## src/rtl/tmds_channel_encoder_if.sv

```systemverilog
// Pixel-side bundle of one TMDS channel encoder: component data, data enable,
// control bits in, 10-bit symbol out towards the serializer.
interface tmds_channel_encoder_if;
    logic       de;
    logic [7:0] data;
    logic [1:0] ctrl;
    logic [9:0] sym_out;

    modport master (output de, data, ctrl, input sym_out);
    modport slave  (input de, data, ctrl, output sym_out);
endinterface

```

## src/rtl/tmds_channel_encoder.sv

```systemverilog
// One TMDS channel encoder (8b/10b transition-minimised, DC-balanced).
// Stage 1 builds q_m from the pixel component; stage 2 applies the running
// disparity and emits one 10-bit symbol per pixel clock.
// Optional macro TMDS_ENCODER_PIPE_EN registers q_m/de/ctrl between the two
// stages (latency 2 instead of 1, identical symbols).
module tmds_channel_encoder (
    input  logic                   clk_in,
    input  logic                   rst_in,
    tmds_channel_encoder_if.slave  bus
);
    localparam logic [9:0] CTRL_00 = 10'h354;
    localparam logic [9:0] CTRL_01 = 10'h0AB;
    localparam logic [9:0] CTRL_10 = 10'h154;
    localparam logic [9:0] CTRL_11 = 10'h2AB;

    logic [3:0] n1d;
    logic       use_xnor;
    logic [8:0] q_m;

    logic [8:0] s2_qm;
    logic       s2_de;
    logic [1:0] s2_ctrl;

    logic [3:0]        n1;
    logic signed [4:0] diff;     // n1 - n0 of q_m[7:0]
    logic signed [4:0] cnt_q;
    logic signed [4:0] cnt_nxt;
    logic [9:0]        sym_q;
    logic [9:0]        sym_nxt;

    // Stage 1: ones count of the component and XOR/XNOR chain selection
    always_comb begin
        n1d = '0;
        for (int i = 0; i < 8; i++)
            n1d = n1d + {3'b000, bus.data[i]};
        use_xnor = (n1d > 4'd4) || ((n1d == 4'd4) && !bus.data[0]);
    end

    // Stage 1: transition-minimised word, bit 8 flags XOR (1) vs XNOR (0)
    always_comb begin
        q_m    = '0;
        q_m[0] = bus.data[0];
        for (int i = 1; i < 8; i++)
            q_m[i] = use_xnor ? ~(q_m[i-1] ^ bus.data[i]) : (q_m[i-1] ^ bus.data[i]);
        q_m[8] = ~use_xnor;
    end

`ifdef TMDS_ENCODER_PIPE_EN
    // Stage boundary register; reset flushes in-flight data as a control 00 slot
    always_ff @(posedge clk_in) begin
        if (rst_in) begin
            s2_qm   <= '0;
            s2_de   <= 1'b0;
            s2_ctrl <= 2'b00;
        end else begin
            s2_qm   <= q_m;
            s2_de   <= bus.de;
            s2_ctrl <= bus.ctrl;
        end
    end
`else
    assign s2_qm   = q_m;
    assign s2_de   = bus.de;
    assign s2_ctrl = bus.ctrl;
`endif

    // Stage 2: ones count of q_m[7:0] and its signed imbalance
    always_comb begin
        n1 = '0;
        for (int i = 0; i < 8; i++)
            n1 = n1 + {3'b000, s2_qm[i]};
        // 2*n1 - 8 in 5-bit modular arithmetic; n1=8 wraps through -16 to +8
        diff = $signed({n1, 1'b0}) - 5'sd8;
    end

    // Stage 2: symbol selection and next running disparity
    always_comb begin
        sym_nxt = CTRL_00;
        cnt_nxt = cnt_q;
        if (!s2_de) begin
            case (s2_ctrl)
                2'b00:   sym_nxt = CTRL_00;
                2'b01:   sym_nxt = CTRL_01;
                2'b10:   sym_nxt = CTRL_10;
                default: sym_nxt = CTRL_11;
            endcase
            cnt_nxt = 5'sd0;
        end else if ((cnt_q == 5'sd0) || (diff == 5'sd0)) begin
            sym_nxt = {~s2_qm[8], s2_qm[8], s2_qm[8] ? s2_qm[7:0] : ~s2_qm[7:0]};
            cnt_nxt = s2_qm[8] ? (cnt_q + diff) : (cnt_q - diff);
        end else if ((!cnt_q[4] && (diff > 5'sd0)) || (cnt_q[4] && (diff < 5'sd0))) begin
            // disparity and word lean the same way: invert to pull back
            sym_nxt = {1'b1, s2_qm[8], ~s2_qm[7:0]};
            cnt_nxt = cnt_q + $signed({3'b000, s2_qm[8], 1'b0}) - diff;
        end else begin
            sym_nxt = {1'b0, s2_qm[8], s2_qm[7:0]};
            cnt_nxt = cnt_q + diff - $signed({3'b000, ~s2_qm[8], 1'b0});
        end
    end

    // Output symbol and disparity registers
    always_ff @(posedge clk_in) begin
        if (rst_in) begin
            sym_q <= CTRL_00;
            cnt_q <= 5'sd0;
        end else begin
            sym_q <= sym_nxt;
            cnt_q <= cnt_nxt;
        end
    end

    assign bus.sym_out = sym_q;
endmodule

```

## src/flat_wrapper.sv

```systemverilog
// flat-port wrapper written by rule: the top's interface ports become plain ports
module tmds_channel_encoder_flat 
  (clk_in, rst_in, bus_de, bus_data, bus_ctrl, bus_sym_out);
  tmds_channel_encoder_if bus_i ();
  input  logic clk_in;
  input  logic rst_in;
  input wire logic [$bits(bus_i.de)-1:0] bus_de;
  input wire logic [$bits(bus_i.data)-1:0] bus_data;
  input wire logic [$bits(bus_i.ctrl)-1:0] bus_ctrl;
  output wire logic [$bits(bus_i.sym_out)-1:0] bus_sym_out;
  assign bus_i.de = bus_de;
  assign bus_i.data = bus_data;
  assign bus_i.ctrl = bus_ctrl;
  assign bus_sym_out = bus_i.sym_out;
  tmds_channel_encoder u_core (.clk_in(clk_in), .rst_in(rst_in), .bus(bus_i));
endmodule
```

## config.mk

```make
export PLATFORM = sky130hd
export DESIGN_NAME = tmds_channel_encoder_flat
export DESIGN_NICKNAME = d
export VERILOG_FILES = /design/src/rtl/tmds_channel_encoder_if.sv /design/src/rtl/tmds_channel_encoder.sv /design/src/flat_wrapper.sv
export SDC_FILE = /design/constraint.sdc
export NUM_CORES = 1
export LEC_CHECK = 0
export ABC_AREA = 1
export CAP_MARGIN = 30
export CORE_ASPECT_RATIO = 0.75
export CORE_MARGIN = 5
export CORE_UTILIZATION = 45
export DETAILED_ROUTE_END_ITERATION = 10
export HOLD_SLACK_MARGIN = 0.05
export PLACE_DENSITY = 0.67
export RECOVER_POWER = 50
export SETUP_SLACK_MARGIN = 0.05
export SKIP_LAST_GASP = 1
export SLEW_MARGIN = 20
export SYNTH_ARGS = -nofsm -noshare
export SYNTH_HDL_FRONTEND = slang
export SYNTH_SLANG_ARGS = --single-unit
```

## constraint.sdc

```tcl
create_clock -name clk_in -period 18.95 [get_ports clk_in]
set_input_delay 4.7375 -clock clk_in [delete_from_list [all_inputs] [get_ports clk_in]]
set_output_delay 4.7375 -clock clk_in [all_outputs]
set_load 0.005 [all_outputs]
```

# == Yosys cells after proc, flatten, opt, wreduce, memory -nomap -nowiden ==
# Cells that the tools add are included.
# word_totals
regBits,15
in_bits,13
out_inout_bits,10
# op_classes
n_addsub,20
order_cmp,3
n_eq_ne,3
n_mux,15
bitwise,17
reduce_logical,12
# op_table
op,count
$add A4 B1 Y4,12
$mux W10,3
$pmux W10 S3,1
$mux W5,3
$logic_not A5 Y1,2
$sub A5 B5 Y5,2
$not A1 Y1,9
$mux W8,1
$not A8 Y8,1
$mux W1,7
$xor A1 B1 Y1,7
$add A5 B3 Y5,1
$add A5 B5 Y5,1
$gt A5 B1 Y1 const B,1
$lt A5 B1 Y1 const B,1
$sub A5 B3 Y5,1
$sub A5 B5 Y5 const B,1
$add A1 B1 Y2,2
$eq A4 B3 Y1 const B,1
$gt A4 B3 Y1 const B,1
$logic_and A1 B1 Y1,3
$logic_or A1 B1 Y1,3
$eq A2 B1 Y1 const B,1
$eq A2 B2 Y1 const B,1
3 further kinds,4

# == Longest topological paths before layout ==
# depth
word_depth,37
depth_mapped,38
depth_no_buf,38

# == Least setup slack after synthesis ==
# Ideal clock, no wire load.
# synth_timing
path_type,input to register
from,input bus_data[0]
to,"register u_core.sym_q[0], in the netlist u_core.bus.sym_out[0]"
setup_time_ps,134
arrival_time_ps,11422
required_time_ps,18816
path_slack_ps,7394
path_stages,31
n_path_buf,1
path_cell_list,ha_1 inv_1 fa_1 fa_1 inv_1 fa_1 fa_1 o31ai_4 nand2_8 buf_6 xor2_1 ha_1 inv_1 fa_1 inv_1 fa_1 fa_1 inv_1 fa_1 xor2_1 inv_1 ha_1 nor2_1 nor2_1 inv_1 o21ai_2 nor2_1 inv_2 nand2_1 xor2_1 o21ai_1
# synth_between
elab_chain_cells,37
word_cells_on_any_way,53
classes_between,add/sub: 15; order compare: 3; eq/ne: 1; mux: 11; bitwise: 15; reduce/logical: 8
# synth_lines
element,line_no,text
"start, declared",flat_wrapper.sv:8,input wire logic [$bits(bus_i.data)-1:0] bus_data;
branches (longest 35 deep; another with $add A4 B1 Y4),n/a,
$mux W10 (*),tmds_channel_encoder.sv:88,end else if ((cnt_q == 5'sd0) || (diff == 5'sd0)) begin
$mux W10 (*),tmds_channel_encoder.sv:80,if (!s2_de) begin
"end signal, assigned",tmds_channel_encoder.sv:107,sym_q <= sym_nxt;
"end, declared",tmds_channel_encoder.sv:28,logic [9:0] sym_q;
# Every way passes the cells marked *.
# A chain may end at the register's enable or synchronous reset.

# == Final worst setup path ==
# Same ends and word-level chain as after synthesis.

==> flow_summary.json <==
{
  "outcome": "completed",
  "cp_max_fo": 18,
  "grt_pass1_vias": 1395,
  "antenna_found_initial": 0,
  "io-pin-count": 23,
  "fin_crit_sh_pct": 67.8,
  "ctsHoldBuffers": 0,
  "dieWidth_um": 83.4,
  "totalWireLength_mm": 3.79,
  "critPathKind": "in2reg",
  "crit_arrival_ns": 12.96,
  "tritoncts": "done",
  "clock_latency_ns": 0.24,
  "yosysMostFrequentCell": "inv_1",
  "dp_hpwl_mm": 3.29,
  "worst-r2r-setup-slack_ns": 16.93,
  "slowest_delay_ns": 0.58,
  "yosys-top-cells-area": "ha_1, dfxtp_1, fa_1",
  "ys.flop_type": "dfxtp_1",
  "io_buffers": 22,
  "path_clk_slew_ns": 0.06,
  "place_congestion": 0.850,
  "grt_max_degree": 19,
  "hold_violations": 0,
  "post_cts_buffers": 0,
  "drv_cap": 0,
  "syn2layout_area_growth_pct": 17.0,
  "path_common_cell": "fa_1",
  "synth_top_area_share_pct": 15.8,
  "endpoint_kind": "register",
  "yosysTopAreaCell": "ha_1",
  "min_period_ns": 12.85,
  "final_util_pct": 53.5,
  "drcViolationCount": 0,
  "overflow": 0,
  "timing.rr.start": "u_core.cnt_q[1]$_SDFF_PP0_",
  "grt_first_pass_wirelength_mm": 6.50,
  "hold_class": "reg2reg",
  "max_freq_ghz": 0.0778,
  "synth.yosys.seq_area_share_pct": 15.4,
  "avgSynthCellArea_um2": 8.23,
  "critPathRequiredTime_ns": 19.06,
  "design_area_um2": 2130,
  "fin_skew_ns": 0.00258,
  "die_h_um": 65.1,
  "post_dp_cell_area_um2": 2090,
  "nNetsFinal": 295,
  "synth_seq_cells": 14,
  "htree_levels": 1,
  "yosys_warnings": 0,
  "avgRoutedWirePerCell_um": 12.6,
  "cts.sink_count": 14,
  "row_count": 20,
  "first_iter_violations": 98,
  "start_util_pct": 45.7,
  "finalSetupTns_ns": 0,
  "slew_viol_final": 0,
  "cp-start-kind": "input port",
  "cts_max_path_buffers": 2,
  "grt_usage_pct": 14.8,
  "worst_pin_slew_ns": 0.846,
  "slowest_stage": "dlygate4sd3_1",
  "cp_top_family": "adder cells",
  "drt_first_pass_iters": 4,
  "syn_nets": 270,
  "vias_per_cell": 5.04,
  "cts_buffers": 3,
  "min-delay-start": "u_core.cnt_q[4]$_SDFF_PP0_",
  "relSlewSlack_pct": 43.4,
  "yosysUniqueCellTypes": 35,
  "drive_gt1_share_pct": 11.0,
  "dr_total_vias": 1511,
  "fp.coreArea_um2": 3980,
  "final_antenna_net_count": 0,
  "synth_async_sr_flop_share_pct": 0,
  "cts_resized": 0,
  "synth_cells": 221,
  "rsz0062_at_grt": "false",
  "synth_commonest_cells": "inv_1, nand2_1, ha_1",
  "synth_edf_count": 0,
  "die_area_um2": 5430,
  "crit_start": "bus_data[0]",
  "n_fill_cell": 392,
  "critical_path_buf_inv_count": 9,
  "root_buffer": "clkbuf_8",
  "n_antenna_cell": 0,
  "netlist_area_um2": 1820,
  "setup_viol": 0
}
## logic make-up after synthesis
| kind of cell | Yosys count | synth area share [%] |
|---|---|---|
| AO/OA/AOI/OAI | 40 | 13.6 |
| XOR/XNOR | 16 | 9.35 |
| adder cells (fa/ha/maj) | 36 | 30.1 |
| buffers and inverters | 43 | 9.63 |
| flip-flops | 14 | 15.4 |
| AND/OR/NAND/NOR | 72 | 21.9 |
## sequential cells by signal, summed over array words and instances (netlist names)
register	flops
u_core.cnt_q	4
u_core.bus.sym_out	10
## layer usage
metal  routed length (um)  GRT usage (%)  share of wire, %
met4                    8           3.61              0.21
met1                 1980           23.1                52
met5                    0              0                 0
met3                  300           1.78               7.9
met2                 1500           21.4                40
## cells in the final DEF, fill, tap and decap left out, types with 5 or more instances in the layout
cell type,instances
clkdlybuf4s50_1,11
nand3_2,5
xnor2_1,6
dlygate4sd3_1,11
nand2_2,5
ha_1,23
nand2_1,32
nor2_1,9
dfxtp_1,14
xor2_1,8
nand3_1,13
inv_1,38
o21ai_0,10
a21oi_1,13
fa_1,13
## cell type report
class | instances | area, um^2 | area share [%]
clock buffers | 4 | 55.1 | 2.59
repair buffers | 22 | 220 | 10.3
multi-input cells | 164 | 1350 | 63.3
well taps | 55 | 68.8 | 3.23
inverters | 41 | 156 | 7.35
flip-flops and latches | 14 | 280 | 13.2
## final timing paths
kind	end	cells past startpoint
worst max-delay path	u_core.bus.sym_out[0]$_SDFF_PP0_	31
worst min-delay path	u_core.bus.sym_out[7]$_SDFF_PP0_	5
worst max register to register	u_core.cnt_q[3]$_SDFF_PP0_	7
worst min register to register	u_core.bus.sym_out[7]$_SDFF_PP0_	5
## metrics by stage
stage                     instances  hold slack, ns  setup slack, ns
after floorplan                 221           0.691             7.39
after global placement          296           0.791             6.49
after detailed placement        296           0.789             6.40
after CTS                       300           0.804             6.65
after global routing            300           0.864             5.51
final                           300           0.807             6.10
## worst reg2reg max path, cell delays in order (launching register included)
cell and delay [ns]:
dfxtp_1 0.38, inv_1 0.10, fa_1 0.53, inv_1 0.09, fa_1 0.40, xnor2_1 0.15, a22oi_1 0.18, a21oi_1 0.08
Power is left out: the tool's default activity adds up to more than one toggle a clock period on the data nets, which glitch-free logic cannot reach.
